--- src/rtl/rst_sequencer.sv ---
`default_nettype none
// ============================================================================
// Module   : rst_sequencer
// Brief    : Staged reset-release controller; releases NUM_OUTS domain resets
//            in ascending order with HOLD_CYCLES edges between releases.
//            Optional macro WAIT_ACK_EN: per-stage ack handshake with timeout.
// Revision : 1.0 - initial release
// ============================================================================
module rst_sequencer #(
  parameter int NUM_OUTS       = 3,
  parameter int HOLD_CYCLES    = 16,
  parameter int CNT_WIDTH      = 8,
  parameter int TIMEOUT_CYCLES = 255
) (
  input  logic                CLK,
  input  logic                RST,
  input  logic                SW_RST_REQ,
  input  logic [NUM_OUTS-1:0] STAGE_ACK,
  output logic [NUM_OUTS-1:0] STAGE_RST,
  output logic                SEQ_BUSY,
  output logic                SEQ_DONE,
  output logic                ERR
);

  localparam int                   c_idx_w     = (NUM_OUTS > 1) ? $clog2(NUM_OUTS) : 1;
  localparam logic [c_idx_w-1:0]   c_last_idx  = c_idx_w'(NUM_OUTS - 1);
  localparam logic [CNT_WIDTH-1:0] c_hold_last = CNT_WIDTH'(HOLD_CYCLES - 1);

  typedef enum logic [1:0] {
    S_HOLD     = 2'd0,
    S_WAIT_ACK = 2'd1,
    S_DONE     = 2'd2
  } state_t;

  state_t              r_state;
  logic [c_idx_w-1:0]  r_idx;
  logic [CNT_WIDTH-1:0] r_cnt;
  logic [NUM_OUTS-1:0] r_stage_rst;
  logic                r_busy;
  logic                r_done;

`ifdef WAIT_ACK_EN
  // Timeout fires on the edge that would bring the wait count to TIMEOUT_CYCLES.
  localparam logic [CNT_WIDTH-1:0] c_timeout_last = CNT_WIDTH'(TIMEOUT_CYCLES - 1);
  logic r_err;
`else
  logic w_unused_ack;
  assign w_unused_ack = ^STAGE_ACK;
`endif

  always_ff @(posedge CLK or posedge RST) begin
    if (RST) begin
      r_state     <= S_HOLD;
      r_idx       <= '0;
      r_cnt       <= '0;
      r_stage_rst <= '1;
      r_busy      <= 1'b1;
      r_done      <= 1'b0;
`ifdef WAIT_ACK_EN
      r_err       <= 1'b0;
`endif
    end else if (SW_RST_REQ) begin
      r_state     <= S_HOLD;
      r_idx       <= '0;
      r_cnt       <= '0;
      r_stage_rst <= '1;
      r_busy      <= 1'b1;
      r_done      <= 1'b0;
    end else begin
      case (r_state)
        S_HOLD: begin
          if (r_cnt == c_hold_last) begin
            r_stage_rst[r_idx] <= 1'b0;
            r_cnt              <= '0;
`ifdef WAIT_ACK_EN
            r_state            <= S_WAIT_ACK;
`else
            if (r_idx == c_last_idx) begin
              r_state <= S_DONE;
              r_done  <= 1'b1;
              r_busy  <= 1'b0;
            end else begin
              r_idx <= r_idx + 1'b1;
            end
`endif
          end else begin
            r_cnt <= r_cnt + 1'b1;
          end
        end
`ifdef WAIT_ACK_EN
        S_WAIT_ACK: begin
          if (STAGE_ACK[r_idx]) begin
            r_cnt <= '0;
            if (r_idx == c_last_idx) begin
              r_state <= S_DONE;
              r_done  <= 1'b1;
              r_busy  <= 1'b0;
            end else begin
              r_state <= S_HOLD;
              r_idx   <= r_idx + 1'b1;
            end
          end else if (r_cnt == c_timeout_last) begin
            // Ack never came: flag it and restart the whole sequence.
            r_err       <= 1'b1;
            r_state     <= S_HOLD;
            r_idx       <= '0;
            r_cnt       <= '0;
            r_stage_rst <= '1;
            r_busy      <= 1'b1;
            r_done      <= 1'b0;
          end else begin
            r_cnt <= r_cnt + 1'b1;
          end
        end
`endif
        S_DONE: begin
          r_stage_rst <= '0;
        end
        default: begin
          r_state <= S_HOLD;
        end
      endcase
    end
  end

  assign STAGE_RST = r_stage_rst;
  assign SEQ_BUSY  = r_busy;
  assign SEQ_DONE  = r_done;
`ifdef WAIT_ACK_EN
  assign ERR       = r_err;
`else
  assign ERR       = 1'b0;
`endif

endmodule
`default_nettype wire
--- config.mk ---
export PLATFORM = sky130hd
export DESIGN_NAME = rst_sequencer
export DESIGN_NICKNAME = d
export VERILOG_FILES = /design/src/rtl/rst_sequencer.sv
export SDC_FILE = /design/constraint.sdc
export NUM_CORES = 1
export LEC_CHECK = 0
export ABC_AREA = 1
export BUFFER_PORTS_ARGS = -buffer_cell sky130_fd_sc_hd__buf_2
export CAP_MARGIN = 25
export CORE_UTILIZATION = 50
export CTS_CLUSTER_DIAMETER = 60
export DETAILED_ROUTE_END_ITERATION = 8
export PLACE_DENSITY = 0.71
export SETUP_SLACK_MARGIN = 0.5
export SLEW_MARGIN = 10
export SYNTH_ARGS = -nofsm -noshare
export SYNTH_HDL_FRONTEND = slang
export SYNTH_SLANG_ARGS = --single-unit
--- constraint.sdc ---
create_clock -name CLK -period 2.4 [get_ports CLK]
set_input_delay 0.6 -clock CLK [delete_from_list [all_inputs] [get_ports CLK]]
set_output_delay 0.6 -clock CLK [all_outputs]
set_load 0.02 [all_outputs]
==> results of run 1 <==
-- cell type report --
cell class                 count  area, µm²  share of cell area, %
sequential                    16        405                   42.0
timing repair buffer           7       35.0                   3.63
inverter                      10       37.5                   3.89
clock buffer                   4       36.3                   3.76
tap                           16       20.0                   2.08
multi-input combinational     82        430                   44.6
-- power groups by stage --
stage                     clock network (µW)  registers, µW  logic, µW
after floorplan                            0            289       23.1
after global placement                     0            288       32.2
after detailed placement                   0            288       33.1
after CTS                                186            283       33.3
after global routing                     193            285       38.2
final                                    182            283       32.5
-- per-layer routing --
layer  vias to the layer above  part of all wire [%]  GRT usage, %
met2                         8                    49          34.4
met4                         0                   2.1          10.9
met1                       335                    47          23.6
met3                         5                   1.7          3.67
li1                        368                     -             -
met5                         -                     0             0
-- logic make-up after synthesis --
group	after synthesis
simple gates	67
flops	16
buf+inv	13
compound gates	8
fa+ha+maj	4
xor+xnor	2
other cells	1
-- placed cells by master, fill, tap and decap left out, drive strengths merged --
master / count
nand2: 38
clkbuf: 4
xnor2: 1
ha: 4
o21bai: 2
xor2: 1
conb: 1
a21oi: 3
nand4: 5
dfstp: 4
inv: 10
o21ai: 3
nor2: 13
nand3: 11
dfrtp: 12
buf: 7
-- through the flow --
step / hold WS [ps] / cell area, µm² / instances
2_1_floorplan: 467 / 891 / 111
3_3_place_gp: 453 / 928 / 131
3_5_place_dp: 457 / 928 / 131
4_1_cts: 391 / 965 / 135
5_1_grt: 420 / 965 / 135
6_report: 363 / 965 / 135
-- worst paths after layout --
path	cells past startpoint	endpoint	slack, ps	startpoint
setup / recovery	1	STAGE_RST[1]	790	STAGE_RST[1]$_DFFE_PP1P_
hold / removal	2	r_cnt[7]$_DFFE_PP0N_	360	RST
setup reg to reg	6	r_idx[0]$_DFFE_PP0P_	980	r_idx[0]$_DFFE_PP0P_
hold reg to reg	2	SEQ_BUSY$_DFFE_PP1P_	470	SEQ_BUSY$_DFFE_PP1P_
max in group asynchronous	2	r_idx[0]$_DFFE_PP0P_	1640	RST
min in group CLK	2	SEQ_BUSY$_DFFE_PP1P_	470	SEQ_BUSY$_DFFE_PP1P_
-- sequential cells by signal (all words and copies together), names as in the netlist --
register	cells
r_idx	2
r_cnt	8
r_state	1
SEQ_DONE	1
SEQ_BUSY	1
STAGE_RST	3
==> metrics.md, run 1 <==
| Metric | Value |
|---|---|
| Slew Limit Fails | `0` |
| Drt wl/cell | `12.1 µm` |
| Die Height | `44.2 µm` |
| Share of layout cells above drive strength 1 | `16.8%` |
| Area Overhead vs Synth | `8.29%` |
| Clock slew at reported path FFs | `100 ps` |
| Iter 0 DRT Violations | `15` |
| Ant diodes | `0` |
| Dominant synthesized flop cell | `dfrtp_1` |
| CP top delay family | `flip-flops` |
| Final Power | `497 µW` |
| Worst Tran Pin Value | `612 ps` |
| CTS Sinks | `16` |
| Status | `complete, no violations` |
| Clk root buf | `clkbuf_4` |
| Synthesis Warnings | `0` |
| H-Tree Depth | `1` |
| Post-Synth Adder-Cell Area | `5.62%` |
| Setup tns final | `0 ps` |
| Synth Area in Simple Gates | `34.8%` |
| Post-CTS setup buffer count | `0` |
| Yosys cell types | `20` |
| Largest family of logic cells by synthesized area | `simple AND/OR/NAND/NOR gates` |
| Worst setup SP type | `register` |
| Core Rows | `14` |
| Post-Synth XOR/XNOR Area | `1.97%` |
| CTS tree | `yes` |
| Vias in the first global route | `682` |
| P_leak | `0.000466 µW` |
| Largest net degree at the start of global routing | `17` |
| Antenna violations before repair | `0` |
| Syn Std Cell Area | `891 µm²` |
| Clock Tree Buf Depth | `2` |
| Hold WC Path Type | `input pin to asynchronous set/reset pin` |
| Buf/Inv on CP | `1` |
| Psw | `119 µW` |
| Mux share of post-synthesis cell area | `0%` |
| Req. time, crit path | `1800 ps` |
| Clock Skews | `1.44 ps` |
| GP Congestion | `0.788` |
| Worst VDD drop | `0.344 mV` |
| DP Wirelength | `1190 µm` |
| Post-synth top cells | `nand2_1 (38), dfrtp_1 (12), nor2_1 (11)` |
| Switching Share | `23.8%` |
| Die area | `1950 µm²` |
| DR vias | `716` |
| Final worst slack | `795 ps` |
| Crit end category | `output port` |
| FF+latch count, synth | `16` |
| Fmax | `623 MHz` |
| RSZ-0062 raised after global routing | `no` |
| Core area | `1580 µm²` |
| # resized after CTS | `0` |
| Remaining DRCs | `0` |
| Syn nets | `121` |
| Max_cap viols | `0` |
| Final Net Count | `130` |
| Slew Limit Headroom | `59.2%` |
| Final Cycle Share | `66.9%` |
| Combinational share of power | `6.5%` |
| Post-synthesis sequential area ratio | `45.5%` |
| Ports | `12` |
| Critical-path cell list | `buf_2` |
| Post-Route WL | `1640 µm` |
| PortBufs | `7` |
| Clock share of power | `36.5%` |
| Number of synthesized flops with an enable pin | `0` |
| Core Util, Final | `61.2%` |
| Arrival @ worst endpoint | `1010 ps` |
| Max Fanout on Critical Path | `3` |
| Syn_area_per_cell | `8.03 µm²` |
| Share of synthesized registers carrying an async set or reset | `100%` |
| Final Critical Period | `1610 ps` |
| Global-route wire length before repair | `2830 µm` |
| First-pass iteration count of the detailed router | `4` |
| Final setup fails | `0` |
| Max incr delay on CP | `560 ps` |
| Starting density of the core | `56.5%` |
| Main area contributors after synthesis | `dfrtp_1 (34%), nand2_1 (16%), dfstp_2 (12%)` |
| Synthesized instance count | `111` |
| Compound-Gate Fraction of Synth Area | `5.48%` |
| Global route total overflow | `0` |
| Final-report hold violation count | `0` |
| All-Layer GR Usage | `20.1%` |
| Yosys top cell area share | `33.7%` |
| Cell Pwr Density | `516 nW/µm²` |
| Crit path kind | `register to output port` |
| Most instantiated library cell after synthesis | `nand2_1` |
| Sequential share of power | `56.9%` |
| Area leader, netlist | `dfrtp_1` |
| Vias/cell | `5.30` |
| Antenna viol nets, final | `0` |
| Int Power | `379 µW` |
| Worst-Skew Late Latency | `290 ps` |
| Hold Buf Count CTS | `0` |
| Die width | `44.2 µm` |
| Setup WS pre-CTS | `745 ps` |
| Slowest cell on crit path | `dfstp_2` |
| Fillers | `139` |
| CTS buffer count | `3` |
Note: power is estimated with default switching activity, not from simulation.
==> inputs of run 2 (changes only) <==
--- a/config.mk
+++ b/config.mk
@@ -8,10 +8,10 @@
 export ABC_AREA = 1
 export BUFFER_PORTS_ARGS = -buffer_cell sky130_fd_sc_hd__buf_2
 export CAP_MARGIN = 25
-export CORE_UTILIZATION = 50
+export CORE_UTILIZATION = 49
 export CTS_CLUSTER_DIAMETER = 60
 export DETAILED_ROUTE_END_ITERATION = 8
-export PLACE_DENSITY = 0.71
+export PLACE_DENSITY = 0.72
 export SETUP_SLACK_MARGIN = 0.5
 export SLEW_MARGIN = 10
 export SYNTH_ARGS = -nofsm -noshare
==> constraint.sdc (replaced) <==
create_clock -name CLK -period 1.29 [get_ports CLK]
set_input_delay 0.3225 -clock CLK [delete_from_list [all_inputs] [get_ports CLK]]
set_output_delay 0.3225 -clock CLK [all_outputs]
set_load 0.02 [all_outputs]
==> run 2 against run 1 <==
The run now ends with negative setup slack left. Setup slack got worse by 800 ps. Register-to-register slack got worse by 940 ps. Via count rose by 9.5%. Non-clock buffer count rose by 13. Clock skew rose by 1.1 ps. Combinational power rose to 3.4 times the previous value. Final cell count rose by 16%. Sequential share of layout area fell by 8.9 points. Sequential cell count did not move. Global-route usage rose by 1.9 points. Largest power group unchanged.
==> metrics.md, run 2 (synthesis results as in run 1) <==
| Metric | Value |
|---|---|
| Status | `finished with violations (was complete, no violations)` |
| Failing checks | `negative setup slack` |
| Slowest cell on crit path | `dfstp_2 (unchanged)` |
| Worst-Skew Late Latency | `300 ps (was 290 ps)` |
| Finished Layout Cells | `157 (was 135)` |
| Drt wl/cell | `12.9 µm (was 12.1 µm)` |
| Remaining DRCs | `0 (unchanged)` |
| CTS tree | `yes (unchanged)` |
| Final Critical Period | `1290 ps` |
| Grt met1 use | `25.7% (was 23.6%)` |
| Most frequent cells in the layout | `nand2_1 (34), dfrtp_1 (11), buf_4 (10) (was nand2_1 (38), dfrtp_1 (12), nor2_1 (11))` |
| Most Crowded Layer GR | `met2 (unchanged)` |
| Vias/cell | `4.99 (was 5.30)` |
| Die area | `1990 µm² (was 1950 µm²)` |
| DP Wirelength | `1300 µm (was 1190 µm)` |
| Global-route wire length before repair | `3080 µm (was 2830 µm)` |
| Final Cycle Share | `100%` |
| Req. time, crit path | `970 ps (was 1800 ps)` |
| Clock share of power | `35.3% (was 36.5%)` |
| CP top delay family | `flip-flops (unchanged)` |
| GP Congestion | `0.792 (was 0.788)` |
| Share of layout cells above drive strength 1 | `44.7% (was 16.8%)` |
| Final worst slack | `-0.489 ps (was 795 ps)` |
| Die Height | `44.6 µm (was 44.2 µm)` |
| Cell Pwr Density | `806 nW/µm² (was 516 nW/µm²)` |
| CTS Sinks | `16 (unchanged)` |
| Clock Tree Buf Depth | `2 (unchanged)` |
| Max_cap viols | `0 (unchanged)` |
| Slew Limit Fails | `0 (unchanged)` |
| Largest net degree at the start of global routing | `17 (unchanged)` |
| Crit end category | `output port (unchanged)` |
| Reg with most FFs | `r_cnt (unchanged)` |
| GR Util met2 | `37.4% (was 34.4%)` |
| Hold WC Path Type | `input pin to asynchronous set/reset pin (unchanged)` |
| Setup WS pre-CTS | `-8.98 ps (was 745 ps)` |
| Psw | `250 µW (was 119 µW)` |
| Final setup fails | `1 (was 0)` |
| Post-Route WL | `2030 µm (was 1640 µm)` |
| CTS buffer count | `3 (unchanged)` |
| H-Tree Depth | `1 (unchanged)` |
| Int Power | `739 µW (was 379 µW)` |
| Clock Skews | `2.50 ps (was 1.44 ps)` |
| PortBufs | `7 (unchanged)` |
| Fmax | `775 MHz` |
| Placed Instances | `145 (was 131)` |
| Final Net Count | `143 (was 130)` |
| Register area | `407 µm² (was 405 µm²)` |
| P_leak | `0.000566 µW (was 0.000466 µW)` |
| Max incr delay on CP | `560 ps (about the same)` |
| RSZ-0062 raised after global routing | `yes (was no)` |
| Vias in the first global route | `745 (was 682)` |
| Sequential share of power | `53.5% (was 56.9%)` |
| Clock slew at reported path FFs | `100 ps (about the same)` |
| Core area | `1710 µm² (was 1580 µm²)` |
| Crit path kind | `register to output port (unchanged)` |
| Fillers | `118 (was 139)` |
| Buf/Inv on CP | `1 (unchanged)` |
| Die width | `44.6 µm (was 44.2 µm)` |
| Commonest non-fill, non-tap cell in the layout | `nand2_1 (unchanged)` |
| Multi-input gate area | `538 µm² (was 430 µm²)` |
| DR vias | `784 (was 716)` |
| Antenna viol nets, final | `0 (unchanged)` |
| Grt met3 use | `5.71% (was 3.67%)` |
| Critical-path cell list | `buf_6 (was buf_2)` |
| Arrival @ worst endpoint | `970 ps (was 1010 ps)` |
| Max Fanout on Critical Path | `2 (was 3)` |
| Setup tns final | `-0.489 ps (was 0 ps)` |
| Hold Buf Count CTS | `0 (unchanged)` |
| Combinational share of power | `11.2% (was 6.5%)` |
| Core Rows | `15 (was 14)` |
| All-Layer GR Usage | `22.0% (was 20.1%)` |
| Largest register FFs | `8 (unchanged)` |
| Ports | `12 (unchanged)` |
| Starting density of the core | `52.2% (was 56.5%)` |
| Antenna violations before repair | `0 (unchanged)` |
| Worst VDD drop | `0.600 mV (was 0.344 mV)` |
| Design area | `1230 µm² (was 965 µm²)` |
| First-pass iteration count of the detailed router | `4 (unchanged)` |
| Global route total overflow | `0 (unchanged)` |
| Area Overhead vs Synth | `37.8% (was 8.29%)` |
| Worst setup SP type | `register (unchanged)` |
| Clk root buf | `clkbuf_4 (unchanged)` |
| Hold Slack | `9.62 ps (was 363 ps)` |
| Dpl cell area | `986 µm² (was 928 µm²)` |
| Iter 0 DRT Violations | `6 (was 15)` |
| Switching Share | `25.3% (was 23.8%)` |
| Ant diodes | `0 (unchanged)` |
| Final-report hold violation count | `0 (unchanged)` |
## run 2: changes by cell type in the layout (fill, tap and decap cells not counted), sizes merged
cell / change
buf: +13
## run 2: final cells by class
| class | instances | area share (%) |
|---|---|---|
| clock buffer | 4 | 2.96 |
| tap | 25 | 2.55 |
| sequential | 16 | 33.1 |
| inverter | 10 | 3.26 |
| timing repair buffer | 20 | 14.3 |
| multi-input combinational | 82 | 43.8 |
## run 2: metal layers
metal	vias up	routed length, µm
met4	0	42
met1	373	893
met2	9	1030
met3	5	55
li1	397	-
met5	-	0
## run 2: power by group through the flow
stage               combinational, µW  clock, µW  sequential [µW]
floorplan                        44.0          0              539
global placement                 66.5          0              536
detailed placement               69.7          0              537
CTS                               104        350              530
global route                      125        366              530
finish                            111        349              529
## run 2: worst paths after layout
path	cells past startpoint	slack [ps]	to	startpoint
max	1	-0.5	STAGE_RST[1]	STAGE_RST[1]$_DFFE_PP1P_
min	3	10	r_cnt[1]$_DFFE_PP0N_	RST
max reg2reg	7	40	STAGE_RST[2]$_DFFE_PP1P_	r_cnt[0]$_DFFE_PP0N_
min reg2reg	2	480	SEQ_BUSY$_DFFE_PP1P_	SEQ_BUSY$_DFFE_PP1P_
max in group asynchronous	3	1030	STAGE_RST[1]$_DFFE_PP1P_	RST
min in group CLK	2	270	SEQ_DONE$_DFFE_PP0P_	SW_RST_REQ
## run 2: timing repair
action | 4_1_cts | 5_1_grt
setup endpoints to repair | 21 | 21
buffers inserted | 5 | 3
resized for setup | 32 | 10
pin swaps | 7 | 5
## run 2: per-stage QoR
step | total power [µW] | utilization [%]
floorplan | 583 | -
finish | 989 | 71.9
global route | 1020 | 71.9
CTS | 984 | 68.2
detailed placement | 607 | 57.7
global placement | 602 | 57.7
==> inputs of run 3 (changes only) <==
--- a/config.mk
+++ b/config.mk
@@ -8,10 +8,11 @@
 export ABC_AREA = 1
 export BUFFER_PORTS_ARGS = -buffer_cell sky130_fd_sc_hd__buf_2
 export CAP_MARGIN = 25
-export CORE_UTILIZATION = 49
+export CORE_MARGIN = 4
+export CORE_UTILIZATION = 50
 export CTS_CLUSTER_DIAMETER = 60
 export DETAILED_ROUTE_END_ITERATION = 8
-export PLACE_DENSITY = 0.72
+export PLACE_DENSITY = 0.71
 export SETUP_SLACK_MARGIN = 0.5
 export SLEW_MARGIN = 10
 export SYNTH_ARGS = -nofsm -noshare
==> constraint.sdc (replaced) <==
create_clock -name CLK -period 1.65 [get_ports CLK]
set_input_delay 0.4125 -clock CLK [delete_from_list [all_inputs] [get_ports CLK]]
set_output_delay 0.4125 -clock CLK [all_outputs]
set_load 0.02 [all_outputs]
==> run 3 against run 2 <==
Count of clock-buffer cells in the layout unchanged. Sequential cell count unchanged. Clock power decreased by 21%. The run now ends clean. Combinational power decreased by 12%.
==> metrics.md, run 3 (synthesis results as in run 1) <==
| Metric | Value |
|---|---|
| Status | `complete, no violations (was finished with violations)` |
| Ports | `12 (unchanged)` |
| Ant diodes | `0 (unchanged)` |
| Setup crit end | `STAGE_RST[2] (was STAGE_RST[1])` |
| Clock slew at reported path FFs | `110 ps (was 100 ps)` |
| Final Cycle Share | `83.9%` |
| Die area | `2520 µm² (was 1990 µm²)` |
| Design area | `1280 µm² (was 1230 µm²)` |
| Starting density of the core | `55.9% (was 52.2%)` |
| Fillers | `109 (was 118)` |
| Cell Pwr Density | `615 nW/µm² (was 806 nW/µm²)` |
| Slew Limit Headroom | `59.7%` |
| First-pass iteration count of the detailed router | `4 (unchanged)` |
| Levels on crit path | `1 (unchanged)` |
| Final setup fails | `0 (was 1)` |
| Final-report hold violation count | `0 (unchanged)` |
| GP Congestion | `0.804 (was 0.792)` |
| R2R Setup Slk | `300 ps (was 40 ps)` |
| Core Rows | `14 (was 15)` |
| Clock Skews | `11.3 ps (was 2.50 ps)` |
| Most frequent cells in the layout | `nand2_1 (31), buf_4 (13), dfrtp_1 (10) (was nand2_1 (34), dfrtp_1 (11), buf_4 (10))` |
| Core Util, Final | `80.6% (was 71.9%)` |
| Clock share of power | `35.1% (was 35.3%)` |
| Final Net Count | `148 (was 143)` |
| Max_cap viols | `0 (unchanged)` |
| Register area | `408 µm² (was 407 µm²)` |
| Req. time, crit path | `1240 ps (was 970 ps)` |
| Iter 0 DRT Violations | `18 (was 6)` |
| Finished Layout Cells | `161 (was 157)` |
| P_leak | `0.000601 µW (was 0.000566 µW)` |
| Reg2Reg Capture Point | `r_idx[0]$_DFFE_PP0P_ (was STAGE_RST[2]$_DFFE_PP1P_)` |
| Worst VDD drop | `0.618 mV (was 0.600 mV)` |
| CTS Sinks | `16 (unchanged)` |
| Share of layout cells above drive strength 1 | `47.4% (was 44.7%)` |
| Largest register FFs | `8 (unchanged)` |
| CP top delay family | `flip-flops (unchanged)` |
| Die Height | `50.2 µm (was 44.6 µm)` |
| RSZ-0062 raised after global routing | `yes (unchanged)` |
| Drt wl/cell | `15.3 µm (was 12.9 µm)` |
| Area Overhead vs Synth | `44.2% (was 37.8%)` |
| Global-route wire length before repair | `3640 µm (was 3080 µm)` |
| PortBufs | `7 (unchanged)` |
| Remaining DRCs | `0 (unchanged)` |
| Reg with most FFs | `r_cnt (unchanged)` |
| Vias/cell | `5.35 (was 4.99)` |
| Arrival @ worst endpoint | `970 ps (about the same)` |
| Worst setup SP type | `register (unchanged)` |
| Final Critical Period | `1380 ps` |
| Max Fanout on Critical Path | `2 (unchanged)` |
| Combinational share of power | `12.4% (was 11.2%)` |
| R2R depth | `8 (was 7)` |
| Clock Tree Buf Depth | `2 (unchanged)` |
| Critical-path cell list | `buf_6 (unchanged)` |
| Antenna violations before repair | `0 (unchanged)` |
| Buf/Inv on CP | `1 (unchanged)` |
| DR vias | `862 (was 784)` |
| Worst Tran Pin Value | `604 ps` |
| Vias in the first global route | `854 (was 745)` |
| Die width | `50.2 µm (was 44.6 µm)` |
| Slew Limit Fails | `0 (unchanged)` |
| Max incr delay on CP | `560 ps (about the same)` |
| Worst R2R Start | `r_cnt[1]$_DFFE_PP0N_ (was r_cnt[0]$_DFFE_PP0N_)` |
| DP Wirelength | `1180 µm (was 1300 µm)` |
| Fmax | `722 MHz` |
| Dpl cell area | `946 µm² (was 986 µm²)` |
| Clk root buf | `clkbuf_4 (unchanged)` |
| Worst-Skew Late Latency | `300 ps (about the same)` |
| H-Tree Depth | `1 (unchanged)` |
| CTS tree | `yes (unchanged)` |
| Setup tns final | `0 ps (was -0.489 ps)` |
| Antenna viol nets, final | `0 (unchanged)` |
| Core area | `1590 µm² (was 1710 µm²)` |
| Placed Instances | `140 (was 145)` |
| Multi-input gate area | `541 µm² (was 538 µm²)` |
| Post-Route WL | `2460 µm (was 2030 µm)` |
| All-Layer GR Usage | `18.9% (was 22.0%)` |
| CTS buffer count | `3 (unchanged)` |
| Hold WC Path Type | `input pin to asynchronous set/reset pin (unchanged)` |
| Psw | `209 µW (was 250 µW)` |
| Crit end category | `output port (unchanged)` |
| Global route total overflow | `0 (unchanged)` |
| Int Power | `581 µW (was 739 µW)` |
| Crit path kind | `register to output port (unchanged)` |
| Slowest cell on crit path | `dfstp_2 (unchanged)` |
| Largest net degree at the start of global routing | `17 (unchanged)` |
| Commonest non-fill, non-tap cell in the layout | `nand2_1 (unchanged)` |
| Sequential share of power | `52.6% (was 53.5%)` |
| Critical path origin | `STAGE_RST[2]$_DFFE_PP1P_ (was STAGE_RST[1]$_DFFE_PP1P_)` |
| Switching Share | `26.5% (was 25.3%)` |
-- run 3: changes by cell type in the layout (fill, tap and decap cells not counted), moves of 2 or more --
cell,delta
nor2_1,+2
buf_4,+3
nor2_2,-3
nand2_1,-3
nand3_2,-2
nand2_2,+2
-- run 3: how the worst min path moves through the flow --
stage	depth (start not counted)	endpoint	start
after floorplan	1	SEQ_DONE$_DFFE_PP0P_	RST
after global placement	2	SEQ_BUSY$_DFFE_PP1P_	SEQ_BUSY$_DFFE_PP1P_
after detailed placement	2	SEQ_BUSY$_DFFE_PP1P_	SEQ_BUSY$_DFFE_PP1P_
after CTS	2	r_cnt[6]$_DFFE_PP0N_	RST
after global routing	2	SEQ_DONE$_DFFE_PP0P_	RST
final	2	r_cnt[4]$_DFFE_PP0N_	RST
-- run 3: what timing repair did --
action,CTS,global route
hold buffers,0,0
setup buffers,13,4
setup endpoints to repair,20,21
endpoints found under the hold margin,0,0
gates cloned,0,0
pin swaps,8,21
gates resized for setup,20,27
-- run 3: power by group through the flow --
stage | Combinational (µW) | Clock (µW) | Sequential, µW
6_report | 97.8 | 277 | 416
4_1_cts | 72.6 | 264 | 412
3_5_place_dp | 50.5 | 0 | 419
5_1_grt | 105 | 303 | 417
3_3_place_gp | 49.2 | 0 | 418
2_1_floorplan | 33.6 | 0 | 421
-- run 3: per-layer routing --
metal	vias to the layer above	GRT usage [%]	wire (µm)	part of all wire, %
met3	6	5.03	118	4.8
met1	424	22.6	1000	41
met2	30	32.4	1300	53
met4	0	7.37	40	1.6
li1	402	-	-	-
met5	-	0	0	0
-- run 3: final cells by class --
class	instances	area share, %
timing repair buffer	25	17.8
inverter	10	3.21
sequential	16	31.7
clock buffer	4	2.82
multi-input combinational	82	42.1
tap	24	2.34
-- run 3: stage by stage --
step | hold slack, ps | setup slack [ps] | power [µW]
floorplan | 323 | 504 | 455
global placement | 449 | 375 | 468
detailed placement | 450 | 368 | 470
CTS | 205 | 285 | 748
global route | 208 | 232 | 826
finish | 158 | 266 | 791
